### src/rtl/pipeline_pkg.sv
// Shared pipeline types: hazard-unit command encoding, result-select codes
// and the decode->execute control bundle with its bubble constant.
package pipeline_pkg;

  typedef enum logic [1:0] {
    CONTINUE = 2'b00,
    STALL    = 2'b01,
    FLUSH    = 2'b10
  } pipeline_control;

  localparam logic [1:0] RES_ALU = 2'b00;
  localparam logic [1:0] RES_MEM = 2'b01;
  localparam logic [1:0] RES_PC4 = 2'b10;

  typedef struct packed {
    logic       valid;
    logic       reg_write;
    logic       mem_write;
    logic       jump;
    logic       branch;
    logic       alu_src;
    logic [1:0] result_src;
  } de_ctrl_t;

  localparam de_ctrl_t DE_CTRL_BUBBLE = '0;

endpackage

### src/rtl/pipe_stage_reg.sv
// Generic pipeline register: captures on CONTINUE, holds on STALL and loads
// BUBBLE_VALUE on FLUSH or on any unencoded command. Synchronous reset to 0.
module pipe_stage_reg
  import pipeline_pkg::*;
#(
  parameter int               WIDTH        = 8,
  parameter logic [WIDTH-1:0] BUBBLE_VALUE = '0
) (
  input  logic             clk_i,
  input  logic             rst_i,
  input  pipeline_control  control_i,
  input  logic [WIDTH-1:0] d_i,
  output logic [WIDTH-1:0] q_o
);

  always_ff @(posedge clk_i) begin
    if (rst_i) begin
      q_o <= '0;
    end else begin
      unique case (control_i)
        CONTINUE: q_o <= d_i;
        STALL:    q_o <= q_o;
        default:  q_o <= BUBBLE_VALUE;  // unencoded commands fail safe to a bubble
      endcase
    end
  end

endmodule

### src/rtl/decode_execute_reg.sv
// Decode->execute pipeline register of the RV32I core. Optional performance
// counters are enabled by defining PIPE_PERF_COUNTERS_EN.
module decode_execute_reg
  import pipeline_pkg::*;
#(
  parameter int DATA_WIDTH     = 32,
  parameter int ADDR_WIDTH     = 5,
  parameter int ALU_CTRL_WIDTH = 4
) (
  input  logic                      clk_i,
  input  logic                      rst_i,
  input  pipeline_control           control_i,
  input  logic [DATA_WIDTH-1:0]     pc_d_i,
  input  logic [DATA_WIDTH-1:0]     pc_plus4_d_i,
  input  logic [DATA_WIDTH-1:0]     rd1_d_i,
  input  logic [DATA_WIDTH-1:0]     rd2_d_i,
  input  logic [DATA_WIDTH-1:0]     imm_d_i,
  input  logic [ADDR_WIDTH-1:0]     rs1_d_i,
  input  logic [ADDR_WIDTH-1:0]     rs2_d_i,
  input  logic [ADDR_WIDTH-1:0]     rd_d_i,
  input  logic                      reg_write_d_i,
  input  logic                      mem_write_d_i,
  input  logic                      jump_d_i,
  input  logic                      branch_d_i,
  input  logic                      alu_src_d_i,
  input  logic [1:0]                result_src_d_i,
  input  logic [ALU_CTRL_WIDTH-1:0] alu_control_d_i,
  input  logic                      valid_d_i,
  output logic [DATA_WIDTH-1:0]     pc_e_o,
  output logic [DATA_WIDTH-1:0]     pc_plus4_e_o,
  output logic [DATA_WIDTH-1:0]     rd1_e_o,
  output logic [DATA_WIDTH-1:0]     rd2_e_o,
  output logic [DATA_WIDTH-1:0]     imm_e_o,
  output logic [ADDR_WIDTH-1:0]     rs1_e_o,
  output logic [ADDR_WIDTH-1:0]     rs2_e_o,
  output logic [ADDR_WIDTH-1:0]     rd_e_o,
  output logic                      reg_write_e_o,
  output logic                      mem_write_e_o,
  output logic                      jump_e_o,
  output logic                      branch_e_o,
  output logic                      alu_src_e_o,
  output logic [1:0]                result_src_e_o,
  output logic [ALU_CTRL_WIDTH-1:0] alu_control_e_o,
  output logic                      valid_e_o,
  output logic                      is_load_e_o
`ifdef PIPE_PERF_COUNTERS_EN
  ,
  output logic [31:0]               stall_cnt_o,
  output logic [31:0]               flush_cnt_o,
  output logic [31:0]               issue_cnt_o
`endif
);

  localparam int DATA_BUNDLE_W = 5*DATA_WIDTH + 3*ADDR_WIDTH + ALU_CTRL_WIDTH;

  de_ctrl_t                 ctrl_d, ctrl_q;
  logic [DATA_BUNDLE_W-1:0] data_d, data_q;

  // Side-effect controls are masked by valid so later stages can ignore it.
  always_comb begin
    ctrl_d            = DE_CTRL_BUBBLE;
    ctrl_d.valid      = valid_d_i;
    ctrl_d.reg_write  = reg_write_d_i & valid_d_i;
    ctrl_d.mem_write  = mem_write_d_i & valid_d_i;
    ctrl_d.jump       = jump_d_i & valid_d_i;
    ctrl_d.branch     = branch_d_i & valid_d_i;
    ctrl_d.alu_src    = alu_src_d_i;
    ctrl_d.result_src = result_src_d_i;
  end

  assign data_d = {pc_d_i, pc_plus4_d_i, rd1_d_i, rd2_d_i, imm_d_i,
                   rs1_d_i, rs2_d_i, rd_d_i, alu_control_d_i};

  pipe_stage_reg #(
    .WIDTH        ($bits(de_ctrl_t)),
    .BUBBLE_VALUE (DE_CTRL_BUBBLE)
  ) u_ctrl_reg (
    .clk_i     (clk_i),
    .rst_i     (rst_i),
    .control_i (control_i),
    .d_i       (ctrl_d),
    .q_o       (ctrl_q)
  );

  // Data fields are zeroed on a bubble too; addresses must not match x0 forwarding.
  pipe_stage_reg #(
    .WIDTH        (DATA_BUNDLE_W),
    .BUBBLE_VALUE ('0)
  ) u_data_reg (
    .clk_i     (clk_i),
    .rst_i     (rst_i),
    .control_i (control_i),
    .d_i       (data_d),
    .q_o       (data_q)
  );

  assign {pc_e_o, pc_plus4_e_o, rd1_e_o, rd2_e_o, imm_e_o,
          rs1_e_o, rs2_e_o, rd_e_o, alu_control_e_o} = data_q;

  assign valid_e_o      = ctrl_q.valid;
  assign reg_write_e_o  = ctrl_q.reg_write;
  assign mem_write_e_o  = ctrl_q.mem_write;
  assign jump_e_o       = ctrl_q.jump;
  assign branch_e_o     = ctrl_q.branch;
  assign alu_src_e_o    = ctrl_q.alu_src;
  assign result_src_e_o = ctrl_q.result_src;
  assign is_load_e_o    = ctrl_q.valid & (ctrl_q.result_src == RES_MEM);

`ifdef PIPE_PERF_COUNTERS_EN
  logic [31:0] stall_cnt_q, flush_cnt_q, issue_cnt_q;

  always_ff @(posedge clk_i) begin
    if (rst_i) begin
      stall_cnt_q <= '0;
      flush_cnt_q <= '0;
      issue_cnt_q <= '0;
    end else begin
      unique case (control_i)
        CONTINUE: if (valid_d_i && (issue_cnt_q != '1)) issue_cnt_q <= issue_cnt_q + 32'd1;
        STALL:    if (stall_cnt_q != '1) stall_cnt_q <= stall_cnt_q + 32'd1;
        default:  if (flush_cnt_q != '1) flush_cnt_q <= flush_cnt_q + 32'd1;
      endcase
    end
  end

  assign stall_cnt_o = stall_cnt_q;
  assign flush_cnt_o = flush_cnt_q;
  assign issue_cnt_o = issue_cnt_q;
`endif

endmodule

### config.mk
export PLATFORM = sky130hd
export DESIGN_NAME = decode_execute_reg
export DESIGN_NICKNAME = d
export VERILOG_FILES = /design/src/rtl/pipeline_pkg.sv /design/src/rtl/pipe_stage_reg.sv /design/src/rtl/decode_execute_reg.sv
export SDC_FILE = /design/constraint.sdc
export NUM_CORES = 1
export LEC_CHECK = 0
export BUFFER_PORTS_ARGS = -buffer_cell sky130_fd_sc_hd__buf_4
export CAP_MARGIN = 40
export CORE_AREA = 4 4 145 147
export CTS_CLUSTER_SIZE = 24
export DETAILED_ROUTE_END_ITERATION = 8
export DIE_AREA = 0 0 149 151
export MAX_ROUTING_LAYER = met4
export PLACE_DENSITY = 0.74
export SETUP_SLACK_MARGIN = 0.3
export SYNTH_ARGS = -nofsm -noshare
export SYNTH_HDL_FRONTEND = slang
export SYNTH_SLANG_ARGS = --single-unit
### constraint.sdc
create_clock -name clk_i -period 1.44 [get_ports clk_i]
set_clock_uncertainty 0.2 [all_clocks]
set_input_delay 0.288 -clock clk_i [delete_from_list [all_inputs] [get_ports clk_i]]
set_output_delay 0.288 -clock clk_i [all_outputs]
set_load 0.05 [all_outputs]
After elaboration in Yosys (flattened, before gate mapping)
Cells that the tools add are included. W data, S select, Z words.

Output and inout port bits: 188. Logic and storage cells: 12. Input bits: 191. Flip-flop bits (word level): 187.

Mux-type cells: 2. Equal/unequal tests: 2. Reduce and logical (&&, ||, !) cells: 1. Bitwise operators: 5.

Operators by type and width (number): $pmux W179 S2 (1); $pmux W8 S2 (1); $and A1 B1 Y1 (5); $eq A2 B1 Y1 const B (2); $logic_not A2 Y1 (1).

Depth between registers and ports, before layout
Gate-level depths: netlist (run 1).

Depth in word-level cells: 2. Gate-level depth with buffers: 5. Mapped depth without buffers: 2.

Hierarchy
A second synthesis (run 1) with hierarchy kept.

Cell total of the unflattened synthesis: 610. Area total of the unflattened synthesis: 6746.5 µm².

Modules (own cells, without submodules): pipe_stage_reg at u_data_reg (cells each 578, sequential area each 3583.4 µm², instances 1, area an instance 6417.4 µm²); pipe_stage_reg at u_ctrl_reg (cells each 27, sequential area each 160.2 µm², instances 1, area an instance 295.3 µm²); decode_execute_reg (cells each 5, sequential area each 0.0 µm², instances 1, area an instance 33.8 µm²).

Least setup slack after synthesis (run 1)
No wires, ideal clock.

Path type: reg2out. Start: register u_ctrl_reg.q_o[7]. End: output is_load_e_o. Buffers on the path: 0. Arrival time: 1.389 ns. Cell stages (with the launch flop): 3. Setup slack: -0.437 ns. Data required time: 0.952 ns. Path through: dfxtp_1 -> nand2_1 -> nor2_1.

Longest elaborated chain between the ends: 1.

Ends and longest elaborated chain: start, declared (line pipe_stage_reg.sv:13) `output logic [WIDTH-1:0] q_o`; start signal, assigned (line pipe_stage_reg.sv:21) `CONTINUE: q_o <= d_i;`; start signal, assigned (line pipe_stage_reg.sv:22) `STALL: q_o <= q_o;`; $and A1 B1 Y1 (line decode_execute_reg.sv:107) `assign is_load_e_o = ctrl_q.valid & (ctrl_q.result_src == RES_MEM);`; end, declared (line decode_execute_reg.sv:45) `output logic is_load_e_o`.

Every way passes these cells.

Final worst setup path (run 1)
Start: register u_ctrl_reg.q_o[0]. End: output is_load_e_o.

Longest elaborated chain between the ends: 2.

Ends and longest elaborated chain (line): $eq A2 B1 Y1 (decode_execute_reg.sv:107); $and A1 B1 Y1 (decode_execute_reg.sv:107).

Every way passes these cells.

==> Flow_metrics.wiki, run 1 <==
{| class="wikitable"
! Metric !! Value
|-
| Result of the run || finished, violations left
|-
| Violations in the final reports || setup timing
|-
| NumNets Final || 1396
|-
| Crit start category || flop
|-
| First-pass GRT wire length || 40600 um
|-
| Pwr/cell area || 927 mW/mm^2
|-
| Chip height || ~150 um
|-
| Post-synthesis adder-cell area fraction || 0
|-
| Post-synthesis share of cell area spent on xor and xnor gates || 0
|-
| Post-synthesis net count || 801
|-
| Cell depth of the worst hold path || 3
|-
| H-Tree Level Count || 4
|-
| Top cell types by occurrence after synthesis || 187 x dfxtp_1, 184 x nor2_1, 183 x mux2i_1
|-
| Storage element area || approximately 0.004 mm^2
|-
| Worst hold start || control_i[0]
|-
| Compound-Gate Fraction of Synth Area || 0.00298
|-
| Antenna violation net count after detailed routing || 0
|-
| Final global-route overflow total || 0
|-
| CP Buf/Inv Count || 1
|-
| Clock latency on the worst-skew pair || 0.41 ns
|-
| Antenna violations before repair || 3
|-
| Synth Area in Simple Gates || 0.111
|-
| Detailed-route via count || approximately 6900
|-
| Register bit total from synthesis || 187
|-
| Classification of the worst setup path || reg -> out
|-
| Die area || 0.0225 mm^2
|-
| Async SR Flop Fraction || 0
|-
| Dominant combinational cell family by area after synthesis || multiplexers
|-
| Transition time at the pin with the least slew margin || 0.365 ns
|-
| Overall die width || between 100 and 150 um
|-
| Cell at the slowest stage of the critical path || dfxtp_4
|-
| Final routed wirelength across all metal layers || ~28000 um
|-
| Vias in the first global route || 7561
|-
| End-of-flow core utilization || 0.715
|-
| Slew Viols, Final || 0
|-
| Final weighted congestion in routability-driven placement || 0.793
|-
| First-pass iteration count of the detailed router || 6
|-
| Per-cell routed wire length || between 15 and 20 um
|-
| Critical path endpoint category || output port
|-
| Site row count || 52
|-
| Most area-hungry cell type in the Yosys netlist || dfxtp_1
|-
| Multiplexer area fraction after synthesis || 0.272
|-
| Clock Root Buffer || clkbuf_16
|-
| Number of sinks on the clock net || between 150 and 200
|-
| Highest clock rate || 644 MHz
|-
| Clock edge transition at the registers on the reported setup and hold paths || about 0.07 ns
|-
| Share of layout cells above drive strength 1 || 0.541
|-
| Post-synthesis sequential area ratio || 0.557
|-
| Endpoint of the most critical register-to-register path || u_data_reg.q_o[174]
|-
| Number of buffers inserted during clock tree synthesis || 17
|-
| Source of the worst register-to-register timing path || u_data_reg.q_o[174]
|-
| Worst-case headroom to the max-slew limit || 0.757
|-
| Setup-failing EPs final || 3
|-
| Type of the worst min-delay path || in -> reg
|-
| Area share of the largest cell type after synthesis || 0.557
|-
| Setup WS post-layout || -0.113 ns
|-
| Flop-to-flop setup slack || approximately 0.34 ns
|-
| Required time of the critical path || 0.95 ns
|-
| Initial detailed-routing violation count || between 200 and 250
|-
| Synth Warn # || 0
|-
| Std-Cell Core Area || 0.0199 mm^2
|-
| Library cells used by synthesis || 13
|-
| Area of the multi-input gates || 0.00266 mm^2
|-
| Number of port buffers || roughly 380
|-
| Top post-synthesis cells by area || dfxtp_1 56%, mux2i_1 27%, nor2_1 10%, buf_8 2.2%, buf_4 1.6%
|-
| Synthesized cell area || 0.00673 mm^2
|-
| Average footprint of a synthesized cell || 11.0 um^2
|-
| Area growth, synth to finish || 112%
|-
| Total half-perimeter wirelength after legalization and detailed placement || 14500 um
|-
| Gr usage total || 0.235
|-
| CTS tree || built
|-
| Synthesized netlist cell count || 610
|-
| WHS || about 0.11 ns
|-
| Fill cells || 1196
|-
| Maximum number of pins on one net before global-route repair || 72
|-
| Worst setup slack after placement || ~0.075 ns
|-
| IO Count || 379
|-
| Most instantiated flip-flop cell in the synthesis netlist || dfxtp_1
|-
| Bufs on Longest Clock Path || 2
|-
| Cells traversed along the worst timing path || nand2_4 -> nor2_4 -> buf_8
|-
| Number of enable-type register cells in the synthesized netlist || 0
|-
| Slowest cell delay on critical path || 0.37 ns
|-
| Setup_tns || -0.297 ns
|-
| Cell family with the largest share of critical-path delay || flip-flops
|-
| Unrepaired setup endpoints after global routing || yes
|-
| Number of DRC violations after detailed routing || 0
|-
| Worst reg2reg path depth || 4
|-
| Maximum fanout count along the critical path || 3
|-
| Endpoint of the worst hold path || u_ctrl_reg.q_o[3]
|-
| Routed via count divided by cell count || 4.61
|-
| Cell with the most instances after synthesis || dfxtp_1
|-
| Worst Path Arrival || 1.06 ns
|-
| Final period utilization || 1.08
|-
| P_leak || 6.64 nW
|-
| Max-capacitance violation count || 0
|-
| Shortest clock period the worst path allows after layout || 1.55 ns
|-
| Starting density of the core || 0.338
|-
| Worst voltage drop across the vdd grid || slightly above 1000 uV
|-
| Final Hold Viols || 0
|}
-- how the worst max path moves through the flow --
stage / start / cells past startpoint / endpoint / slack [ns]
4_1_cts: u_ctrl_reg.q_o[0] / 3 / is_load_e_o / -0.14
3_3_place_gp: control_i[0] / 4 / u_data_reg.q_o[93] / 0.09
5_1_grt: u_ctrl_reg.q_o[7] / 3 / is_load_e_o / -0.16
3_5_place_dp: control_i[0] / 4 / u_data_reg.q_o[93] / 0.07
2_1_floorplan: u_ctrl_reg.q_o[7] / 2 / is_load_e_o / 0.15
6_report: u_ctrl_reg.q_o[0] / 3 / is_load_e_o / -0.11
-- flip-flops by register name, indices dropped and copies added (netlist names) --
| name | flops |
|---|---|
| u_ctrl_reg.q_o | 8 |
| u_data_reg.q_o | 179 |
-- where the power goes --
group | leakage (nW) | internal (mW) | switching [mW]
clock | 0.300 | 2.80 | 2.08
combinational | 4.73 | 1.46 | 1.32
sequential | 1.61 | 5.36 | 0.165
-- worst register-to-register path: cells and delay by family (launching register included) --
family / cells / cell delay (ns)
buf+inv: 2 / 0.26
flops: 1 / 0.33
mux: 1 / 0.13
simple gates: 1 / 0.06
-- layout make-up --
cell class,instances,area share
Sequential cell,187,0.281
Tap cell,270,0.0237
Timing Repair Buffer,618,0.465
Antenna cell,3,0.000527
Multi-Input combinational cell,381,0.187
Clock inverter,12,0.0113
Clock buffer,19,0.0311
-- layer usage --
layer | part of all wire | vias up | GRT usage | routed length, um
met4 | 0.050 | 0 | 0.108 | 1420
met3 | 0.062 | 96 | 0.0613 | 1750
li1 | - | 3206 | - | -
met2 | 0.54 | 311 | 0.432 | 15300
met1 | 0.34 | 3258 | 0.234 | 9700
met5 | 0 | - | - | 0
-- cells in the final DEF (no fill, tap or decap), types with 4 or more instances in the layout --
cell type | netlist | routed
nand2_1 | 5 | 4
mux2i_1 | 183 | 175
dlygate4sd3_1 | 0 | 185
nand3b_1 | 4 | 4
nor2_1 | 184 | 183
buf_8 | 10 | 189
mux2i_2 | 0 | 6
buf_12 | 1 | 7
dfxtp_2 | 0 | 177
clkbuf_16 | 0 | 17
dfxtp_4 | 0 | 10
buf_4 | 14 | 235
a21oi_1 | 4 | 4
-- cell families (layout without fill, tap and decap cells) --
kind of cell | Yosys count | after routing
multiplexers | 183 | 183
buffers and inverters | 42 | 649
AO/OA/AOI/OAI | 4 | 4
flip-flops | 187 | 187
AND/OR/NAND/NOR | 194 | 194
other | 0 | 3
-- what timing repair did --
| action | in CTS | in global routing |
|---|---|---|
| pin swaps | 1 | 2 |
| hold buffers | 187 | 0 |
| endpoints found under the setup margin | 188 | 196 |
| setup buffers | 8 | 28 |
| gates resized for setup | 562 | 19 |
| endpoints found under the hold margin | 187 | 0 |
-- metrics by stage --
step	power (mW)	cell area [um^2]	instances
floorplan	6.76	6830	610
CTS	13.1	13900	1459
global route	13.6	14200	1490
global placement	7.47	9760	1233
detailed placement	7.50	9760	1233
finish	13.2	14200	1490
Note: power is estimated with default switching activity, not from simulation.
==> run 2, diff against run 1 <==
- ABC_AREA: unset -> 1
- HOLD_SLACK_MARGIN: unset -> 0.12
- PLACE_DENSITY: 0.74 -> 0.75
==> Flow_metrics.wiki, run 2 <==
{| class="wikitable"
! Metric !! Value
|-
| Result of the run || finished, violations left (unchanged)
|-
| Violations in the final reports || hold timing, setup timing (was setup timing)
|-
| Clock Root Buffer || clkbuf_16 (unchanged)
|-
| Transition time at the pin with the least slew margin || 0.271 ns (was 0.365 ns)
|-
| Final Hold Viols || 1 (was 0)
|-
| Met2 layer wire length in the routed design || 18800 um (was 15300 um)
|-
| Top post-synthesis cells by area || dfxtp_1 55%, a21oi_1 14%, nand3_1 14%, nand2_1 11%, buf_2 2.4% (was dfxtp_1 56%, mux2i_1 27%, nor2_1 10%, buf_8 2.2%, buf_4 1.6%)
|-
| Cell at the slowest stage of the critical path || dfxtp_4 (unchanged)
|-
| Storage element area || 0.00400 mm^2 (unchanged)
|-
| Fill cells || 1067 (was 1196)
|-
| First-pass GRT wire length || 52300 um (was 40600 um)
|-
| Clock latency on the worst-skew pair || 0.42 ns (was 0.41 ns)
|-
| Critical path endpoint category || output port (unchanged)
|-
| Maximum number of pins on one net before global-route repair || 43 (was 72)
|-
| Library cells used by synthesis || 12 (was 13)
|-
| Synthesized netlist cell count || 842 (was 610)
|-
| Per-cell routed wire length || 21.4 um (was 18.9 um)
|-
| Top cell types by occurrence after synthesis || 192 x nand2_1, 187 x a21oi_1, 187 x dfxtp_1, 187 x nand3_1, 33 x buf_2 (was 187 x dfxtp_1, 184 x nor2_1, 183 x mux2i_1)
|-
| Synth Warn # || 0 (unchanged)
|-
| Pwr/cell area || 881 mW/mm^2 (was 927 mW/mm^2)
|-
| Worst setup endpoint || is_load_e_o (unchanged)
|-
| Required time of the critical path || 0.95 ns (about the same)
|-
| Cells traversed along the worst timing path || nand2_4 -> nor2_4 -> buf_8 (unchanged)
|-
| Number of port buffers || 378 (unchanged)
|-
| Wire length on met1 || 12800 um (was 9700 um)
|-
| Final routed wirelength across all metal layers || 37700 um (was 28200 um)
|-
| CP Buf/Inv Count || 1 (unchanged)
|-
| Worst Path Arrival || 1.08 ns (was 1.06 ns)
|-
| Final period utilization || 1.09 (was 1.08)
|-
| Share of layout cells above drive strength 1 || 0.495 (was 0.541)
|-
| IO Count || 379 (unchanged)
|-
| WHS || -0.0131 ns (was 0.111 ns)
|-
| Most used cells in the layout excluding fill and tap cells || 298 x buf_4, 190 x nand2_1, 187 x nand3_1, 187 x buf_8 (was 235 x buf_4, 189 x buf_8, 185 x dlygate4sd3_1)
|-
| Slew Viols, Final || 0 (unchanged)
|-
| Number of buffers inserted during clock tree synthesis || 17 (unchanged)
|-
| Die area || 0.0225 mm^2 (unchanged)
|-
| Maximum fanout count along the critical path || 3 (unchanged)
|-
| CTS tree || built (unchanged)
|-
| Async SR Flop Fraction || 0 (unchanged)
|-
| Slowest cell delay on critical path || 0.37 ns (about the same)
|-
| Max-capacitance violation count || 0 (unchanged)
|-
| Worst-case headroom to the max-slew limit || 0.819 (was 0.757)
|-
| Area of the multi-input gates || 0.00264 mm^2 (was 0.00266 mm^2)
|-
| Most area-hungry cell type in the Yosys netlist || dfxtp_1 (unchanged)
|-
| Total half-perimeter wirelength after legalization and detailed placement || 17600 um (was 14500 um)
|-
| WP depth || 3 (unchanged)
|-
| Std-Cell Core Area || 0.0199 mm^2 (unchanged)
|-
| Register bit total from synthesis || 187 (unchanged)
|-
| Commonest non-fill, non-tap cell in the layout || buf_4 (unchanged)
|-
| Flop-to-flop setup slack || 0.22 ns (was 0.34 ns)
|-
| Average footprint of a synthesized cell || 8.08 um^2 (was 11.0 um^2)
|-
| Clock edge transition at the registers on the reported setup and hold paths || 0.08 ns (was 0.07 ns)
|-
| Overall die width || 149 um (unchanged)
|-
| Area share of the largest cell type after synthesis || 0.550 (was 0.557)
|-
| First-pass iteration count of the detailed router || 6 (unchanged)
|-
| Final weighted congestion in routability-driven placement || 0.788 (was 0.793)
|-
| Worst reg2reg path depth || 4 (unchanged)
|-
| Cell family with the largest share of critical-path delay || flip-flops (unchanged)
|-
| Source of the worst register-to-register timing path || u_data_reg.q_o[135] (was u_data_reg.q_o[174])
|-
| Antenna violation net count after detailed routing || 0 (unchanged)
|-
| Max FFs per register || 179 (unchanged)
|-
| NumNets Final || 1670 (was 1396)
|-
| Shortest clock period the worst path allows after layout || 1.57 ns (was 1.55 ns)
|-
| Bufs on Longest Clock Path || 2 (unchanged)
|-
| Gr usage total || 0.302 (was 0.235)
|-
| Post-synthesis net count || 1033 (was 801)
|-
| Quantity of hold-fixing buffers added after cts || 186 (was 187)
|-
| Starting density of the core || 0.342 (was 0.338)
|-
| Site row count || 52 (unchanged)
|-
| Type of the worst min-delay path || in -> reg (unchanged)
|-
| H-Tree Level Count || 4 (unchanged)
|-
| Vias in the first global route || 9756 (was 7561)
|-
| Final Power || 13.3 mW (was 13.2 mW)
|-
| Number of sinks on the clock net || 187 (unchanged)
|-
| Synthesized cell area || 0.00680 mm^2 (was 0.00673 mm^2)
|-
| Routed via count divided by cell count || 5.35 (was 4.61)
|-
| Final Instance Count excl. Fillers || 1762 (was 1490)
|-
| Most instantiated flip-flop cell in the synthesis netlist || dfxtp_1 (unchanged)
|-
| Met3 wire length || 3730 um (was 1750 um)
|-
| Beginning of the critical path || u_ctrl_reg.q_o[0] (unchanged)
|-
| Unrepaired setup endpoints after global routing || yes (unchanged)
|-
| Biggest registers after layout || u_data_reg.q_o x179, u_ctrl_reg.q_o x8 (unchanged)
|-
| Antenna violations before repair || 0 (was 3)
|-
| Area growth, synth to finish || 121% (was 112%)
|-
| Classification of the worst setup path || reg -> out (unchanged)
|-
| Setup WS post-layout || -0.128 ns (was -0.113 ns)
|-
| Largest Register || u_data_reg.q_o (unchanged)
|-
| End-of-flow core utilization || 0.756 (was 0.715)
|-
| Number of DRC violations after detailed routing || 0 (unchanged)
|-
| Cell depth of the worst hold path || 2 (was 3)
|-
| Endpoint of the most critical register-to-register path || u_data_reg.q_o[135] (was u_data_reg.q_o[174])
|-
| Setup-failing EPs final || 4 (was 3)
|-
| Worst setup slack after placement || 0.0553 ns (was 0.0750 ns)
|-
| DP Cell Count || 1471 (was 1233)
|-
| Highest clock rate || 638 MHz (was 644 MHz)
|-
| Initial detailed-routing violation count || 563 (was 201)
|-
| Antenna cell count || 0 (was 3)
|-
| Cell with the most instances after synthesis || nand2_1 (was dfxtp_1)
|-
| Chip height || 151 um (unchanged)
|-
| Worst voltage drop across the vdd grid || 765 uV (was 1040 uV)
|-
| Crit start category || flop (unchanged)
|-
| Uppermost layer routed || met4 (unchanged)
|-
| Number of enable-type register cells in the synthesized netlist || 0 (unchanged)
|-
| Final global-route overflow total || 0 (unchanged)
|-
| Post-synthesis sequential area ratio || 0.550 (was 0.557)
|-
| P_leak || 6.38 nW (was 6.64 nW)
|-
| Detailed-route via count || 9425 (was 6871)
|}
-- run 2: cell types whose count changed after synthesis, moves of 26 or more --
cell     change
mux2i_1    -183
nand3_1    +187
nand2_1    +187
a21oi_1    +183
buf_2       +26
nor2_1     -183
-- run 2: worst min-delay path by stage --
stage / startpoint / end
4_1_cts: rst_i / u_data_reg.q_o[3]
3_5_place_dp: u_data_reg.q_o[27] / u_data_reg.q_o[27]
2_1_floorplan: result_src_d_i[0] / u_ctrl_reg.q_o[0]
6_report: rst_i / u_data_reg.q_o[3]
5_1_grt: rst_i / u_data_reg.q_o[3]
3_3_place_gp: u_data_reg.q_o[110] / u_data_reg.q_o[110]
-- run 2: layer usage --
metal / up-vias / track usage
met5: - / -
met4: 0 / 0.166
met3: 187 / 0.0922
met2: 665 / 0.511
met1: 4455 / 0.317
li1: 4118 / -
-- run 2: cell type report --
cell class / count / share of cell area
timing repair buffer: 700 / 0.496
sequential: 187 / 0.266
multi-input combinational: 568 / 0.175
clock buffer: 19 / 0.0301
tap: 270 / 0.0225
clock inverter: 13 / 0.00865
inverter: 5 / 0.00141
-- run 2: power breakdown --
group / leakage [nW] / total [mW] / internal (mW) / switching (mW)
Sequential: 1.61 / 5.53 / 5.36 / 0.172
Clock: 0.288 / 4.73 / 2.40 / 2.34
Combinational: 4.48 / 2.99 / 1.48 / 1.51
-- run 2: per-stage QoR --
step | setup TNS (ns) | hold slack, ns | cell area [um^2]
detailed placement | 0 | 0.272 | 10400
finish | -0.352 | -0.0131 | 15000
global placement | 0 | 0.268 | 10400
floorplan | 0 | 0.220 | 6980
CTS | -0.430 | -0.0236 | 14600
global route | -2.00 | -0.0152 | 15000
-- run 2: what timing repair did --
action                                  in CTS  in global routing
endpoints found under the setup margin     188                189
pin swaps                                    2                  0
buffers inserted                            21                 52
resized for setup                          560                 13
hold endpoints to repair                   187                 13
-- run 2: logic make-up (layout without fill, tap and decap cells) --
kind of cell | count (synthesis) | count (layout) | synth area share
AO/OA/AOI/OAI | 187 | 187 | 0.138
buffers and inverters | 87 | 737 | 0.0651
flip-flops | 187 | 187 | 0.550
AND/OR/NAND/NOR | 381 | 381 | 0.247
==> run 3, diff against run 2 <==
--- a/config.mk
+++ b/config.mk
@@ -17,4 +17,5 @@
 export PLACE_DENSITY = 0.75
 export SETUP_SLACK_MARGIN = 0.3
+export SKIP_LAST_GASP = 1
 export SYNTH_ARGS = -nofsm -noshare
 export SYNTH_HDL_FRONTEND = slang
==> constraint.sdc (replaced) <==
create_clock -name clk_i -period 1.44 [get_ports clk_i]
set_clock_uncertainty 0.2 [all_clocks]
set_input_delay 0.072 -clock clk_i [delete_from_list [all_inputs] [get_ports clk_i]]
set_output_delay 0.072 -clock clk_i [all_outputs]
set_load 0.05 [all_outputs]
==> Flow_metrics.wiki, run 3 (same netlist as run 2, synthesis figures left out) <==
{| class="wikitable"
! Metric !! Value
|-
| Result of the run || finished, violations left (unchanged)
|-
| Violations in the final reports || hold timing (was hold timing, setup timing)
|-
| Required time of the critical path || 1.17 ns (was 0.95 ns)
|-
| Slowest cell delay on critical path || 0.36 ns (was 0.37 ns)
|-
| Gr usage total || 0.277 (was 0.302)
|-
| Commonest non-fill, non-tap cell in the layout || buf_4 (unchanged)
|-
| Storage element area || 0.00400 mm^2 (unchanged)
|-
| Worst reg2reg path depth || 3 (was 4)
|-
| Biggest registers after layout || u_data_reg.q_o x179, u_ctrl_reg.q_o x8 (unchanged)
|-
| Slew Viols, Final || 0 (unchanged)
|-
| Die area || 0.0225 mm^2 (unchanged)
|-
| Antenna violations before repair || 4 (was 0)
|-
| Fill cells || 1131 (was 1067)
|-
| Endpoint of the worst hold path || u_data_reg.q_o[150] (was u_data_reg.q_o[3])
|-
| Cell at the slowest stage of the critical path || dfxtp_2 (was dfxtp_4)
|-
| Total non-filler cell area in the finished layout || 0.0146 mm^2 (was 0.0150 mm^2)
|-
| Most used cells in the layout excluding fill and tap cells || 267 x buf_4, 191 x nand2_1, 187 x nand3_1, 187 x a21oi_1, 187 x dlygate4sd3_1 (was 298 x buf_4, 190 x nand2_1, 187 x nand3_1, 187 x buf_8)
|-
| Area of the multi-input gates || 0.00263 mm^2 (was 0.00264 mm^2)
|-
| Worst voltage drop across the vdd grid || 764 uV (was 765 uV)
|-
| Largest Register || u_data_reg.q_o (unchanged)
|-
| P_int || 9.00 mW (was 9.24 mW)
|-
| Clock edge transition at the registers on the reported setup and hold paths || 0.07 ns (was 0.08 ns)
|-
| Total net switching power || 3.82 mW (was 4.02 mW)
|-
| Setup-failing EPs final || 0 (was 4)
|-
| Crit start category || flop (unchanged)
|-
| Overall die width || 149 um (unchanged)
|-
| Final Hold Viols || 47 (was 1)
|-
| Max-capacitance violation count || 0 (unchanged)
|-
| NumNets Final || 1630 (was 1670)
|-
| Highest clock rate || 727 MHz (was 638 MHz)
|-
| Site row count || 52 (unchanged)
|-
| Detailed-route via count || 9147 (was 9425)
|-
| Final weighted congestion in routability-driven placement || 0.795 (was 0.788)
|-
| Worst hold start || control_i[0] (was rst_i)
|-
| Pwr/cell area || 880 mW/mm^2 (was 881 mW/mm^2)
|-
| DP Area || 0.0100 mm^2 (was 0.0104 mm^2)
|-
| Number of DRC violations after detailed routing || 0 (unchanged)
|-
| Per-cell routed wire length || 20.5 um (was 21.4 um)
|-
| Uppermost layer routed || met4 (unchanged)
|-
| Final period utilization || 0.955 (was 1.09)
|-
| Proportion of power drawn by combinational gates || 0.221 (was 0.226)
|-
| First-pass GRT wire length || 48200 um (was 52300 um)
|-
| CP Buf/Inv Count || 1 (unchanged)
|-
| Sequential share of power || 0.431 (was 0.417)
|-
| Unrepaired setup endpoints after global routing || yes (unchanged)
|-
| Area growth, synth to finish || 114% (was 121%)
|-
| Clock latency on the worst-skew pair || 0.42 ns (about the same)
|-
| Routed via count divided by cell count || 5.30 (was 5.35)
|-
| Number of port buffers || 378 (unchanged)
|-
| Std-Cell Core Area || 0.0199 mm^2 (unchanged)
|-
| Final global-route overflow total || 0 (unchanged)
|-
| Share of power burned in the clock network || 0.348 (was 0.357)
|-
| Final routed wirelength across all metal layers || 35400 um (was 37700 um)
|-
| Share of layout cells above drive strength 1 || 0.478 (was 0.495)
|-
| Met2 layer wire length in the routed design || 17700 um (was 18800 um)
|-
| IO Count || 379 (unchanged)
|-
| P_leak || 6.08 nW (was 6.38 nW)
|-
| Setup_tns || 0 ns (was -0.352 ns)
|-
| H-Tree Level Count || 4 (unchanged)
|-
| Vias in the first global route || 9131 (was 9756)
|-
| Critical path endpoint category || output port (unchanged)
|-
| Initial detailed-routing violation count || 632 (was 563)
|-
| Source of the worst register-to-register timing path || u_data_reg.q_o[46] (was u_data_reg.q_o[135])
|-
| Cell depth of the worst hold path || 3 (was 2)
|-
| Wire length on met1 || 12500 um (was 12800 um)
|-
| Cells traversed along the worst timing path || nand2_2 -> nor2_4 -> buf_6 (was nand2_4 -> nor2_4 -> buf_8)
|-
| Quantity of hold-fixing buffers added after cts || 187 (was 186)
|-
| CTS tree || built (unchanged)
|-
| Max FFs per register || 179 (unchanged)
|-
| WHS || -0.216 ns (was -0.0131 ns)
|-
| Chip height || 151 um (unchanged)
|-
| Switching part of the total || 0.298 (was 0.303)
|-
| Type of the worst min-delay path || in -> reg (unchanged)
|-
| Number of buffers inserted during clock tree synthesis || 17 (unchanged)
|-
| Total half-perimeter wirelength after legalization and detailed placement || 17100 um (was 17600 um)
|-
| Antenna violation net count after detailed routing || 0 (unchanged)
|-
| Worst-case headroom to the max-slew limit || 0.688 (was 0.819)
|-
| Worst Path Arrival || 1.10 ns (was 1.08 ns)
|-
| First-pass iteration count of the detailed router || 5 (was 6)
|-
| Maximum fanout count along the critical path || 2 (was 3)
|-
| Maximum number of pins on one net before global-route repair || 99 (was 43)
|-
| Endpoint of the most critical register-to-register path || u_data_reg.q_o[46] (was u_data_reg.q_o[135])
|-
| Met3 wire length || 3380 um (was 3730 um)
|-
| Flop-to-flop setup slack || 0.28 ns (was 0.22 ns)
|-
| Clock Root Buffer || clkbuf_16 (unchanged)
|-
| Classification of the worst setup path || reg -> out (unchanged)
|-
| Shortest clock period the worst path allows after layout || 1.37 ns (was 1.57 ns)
|-
| End-of-flow core utilization || 0.732 (was 0.756)
|-
| Transition time at the pin with the least slew margin || 0.467 ns (was 0.271 ns)
|-
| Bufs on Longest Clock Path || 2 (unchanged)
|-
| Starting density of the core || 0.342 (unchanged)
|-
| Cell family with the largest share of critical-path delay || flip-flops (unchanged)
|-
| Number of sinks on the clock net || 187 (unchanged)
|}
[run 3: layout make-up]
class                   instances  share of cell area
diodes                          5            0.000859
clock buffers                  19              0.0297
clock inverters                12             0.00747
inverters                       5             0.00163
multi-input cells             568               0.180
flip-flops and latches        187               0.275
well taps                     270              0.0232
repair buffers                660               0.482
[run 3: metrics by stage]
step                hold slack (ns)  setup slack [ns]  total power, mW  std cells
detailed placement            0.131             0.213             7.52       1440
global placement              0.122             0.233             7.50       1440
finish                       -0.216            0.0650             12.8       1726
global route                 -0.233            0.0387             13.2       1725
floorplan                   0.00834             0.274             6.62        842
CTS                          -0.256            0.0719             12.7       1671
[run 3: how the worst max path moves through the flow]
stage	startpoint	to	slack [ns]	depth (start not counted)
after detailed placement	control_i[1]	u_data_reg.q_o[121]	0.21	6
final	u_ctrl_reg.q_o[0]	is_load_e_o	0.07	3
after CTS	u_ctrl_reg.q_o[7]	is_load_e_o	0.07	3
after global placement	control_i[1]	u_data_reg.q_o[121]	0.23	6
after floorplan	u_ctrl_reg.q_o[0]	is_load_e_o	0.27	2
after global routing	u_ctrl_reg.q_o[0]	is_load_e_o	0.04	3
[run 3: repair_timing]
item / 4_1_cts / 5_1_grt
endpoints found under the hold margin: 187 / 185
buffers inserted: 13 / 50
pin swaps: 1 / 0
resized for setup: 548 / 22
setup endpoints to repair: 188 / 188
[run 3: layer usage]
metal / global-route usage / vias to the layer above
li1: - / 4047
met2: 0.467 / 594
met5: - / -
met3: 0.0820 / 132
met1: 0.303 / 4374
met4: 0.130 / 0
[run 3: tightest hold or removal path: cells and delay by family]
| family | cells | cell delay [ns] |
|---|---|---|
| simple gates | 1 | 0.09 |
| buf+inv | 1 | 0.12 |
| compound gates | 1 | 0.07 |
[run 3: power groups by stage]
stage / Clock (mW) / Combinational [mW] / Sequential [mW]
finish: 4.47 / 2.83 / 5.53
global route: 4.74 / 2.94 / 5.54
CTS: 4.54 / 2.63 / 5.51
detailed placement: 0 / 1.97 / 5.55
global placement: 0 / 1.96 / 5.54
floorplan: 0 / 0.498 / 6.12
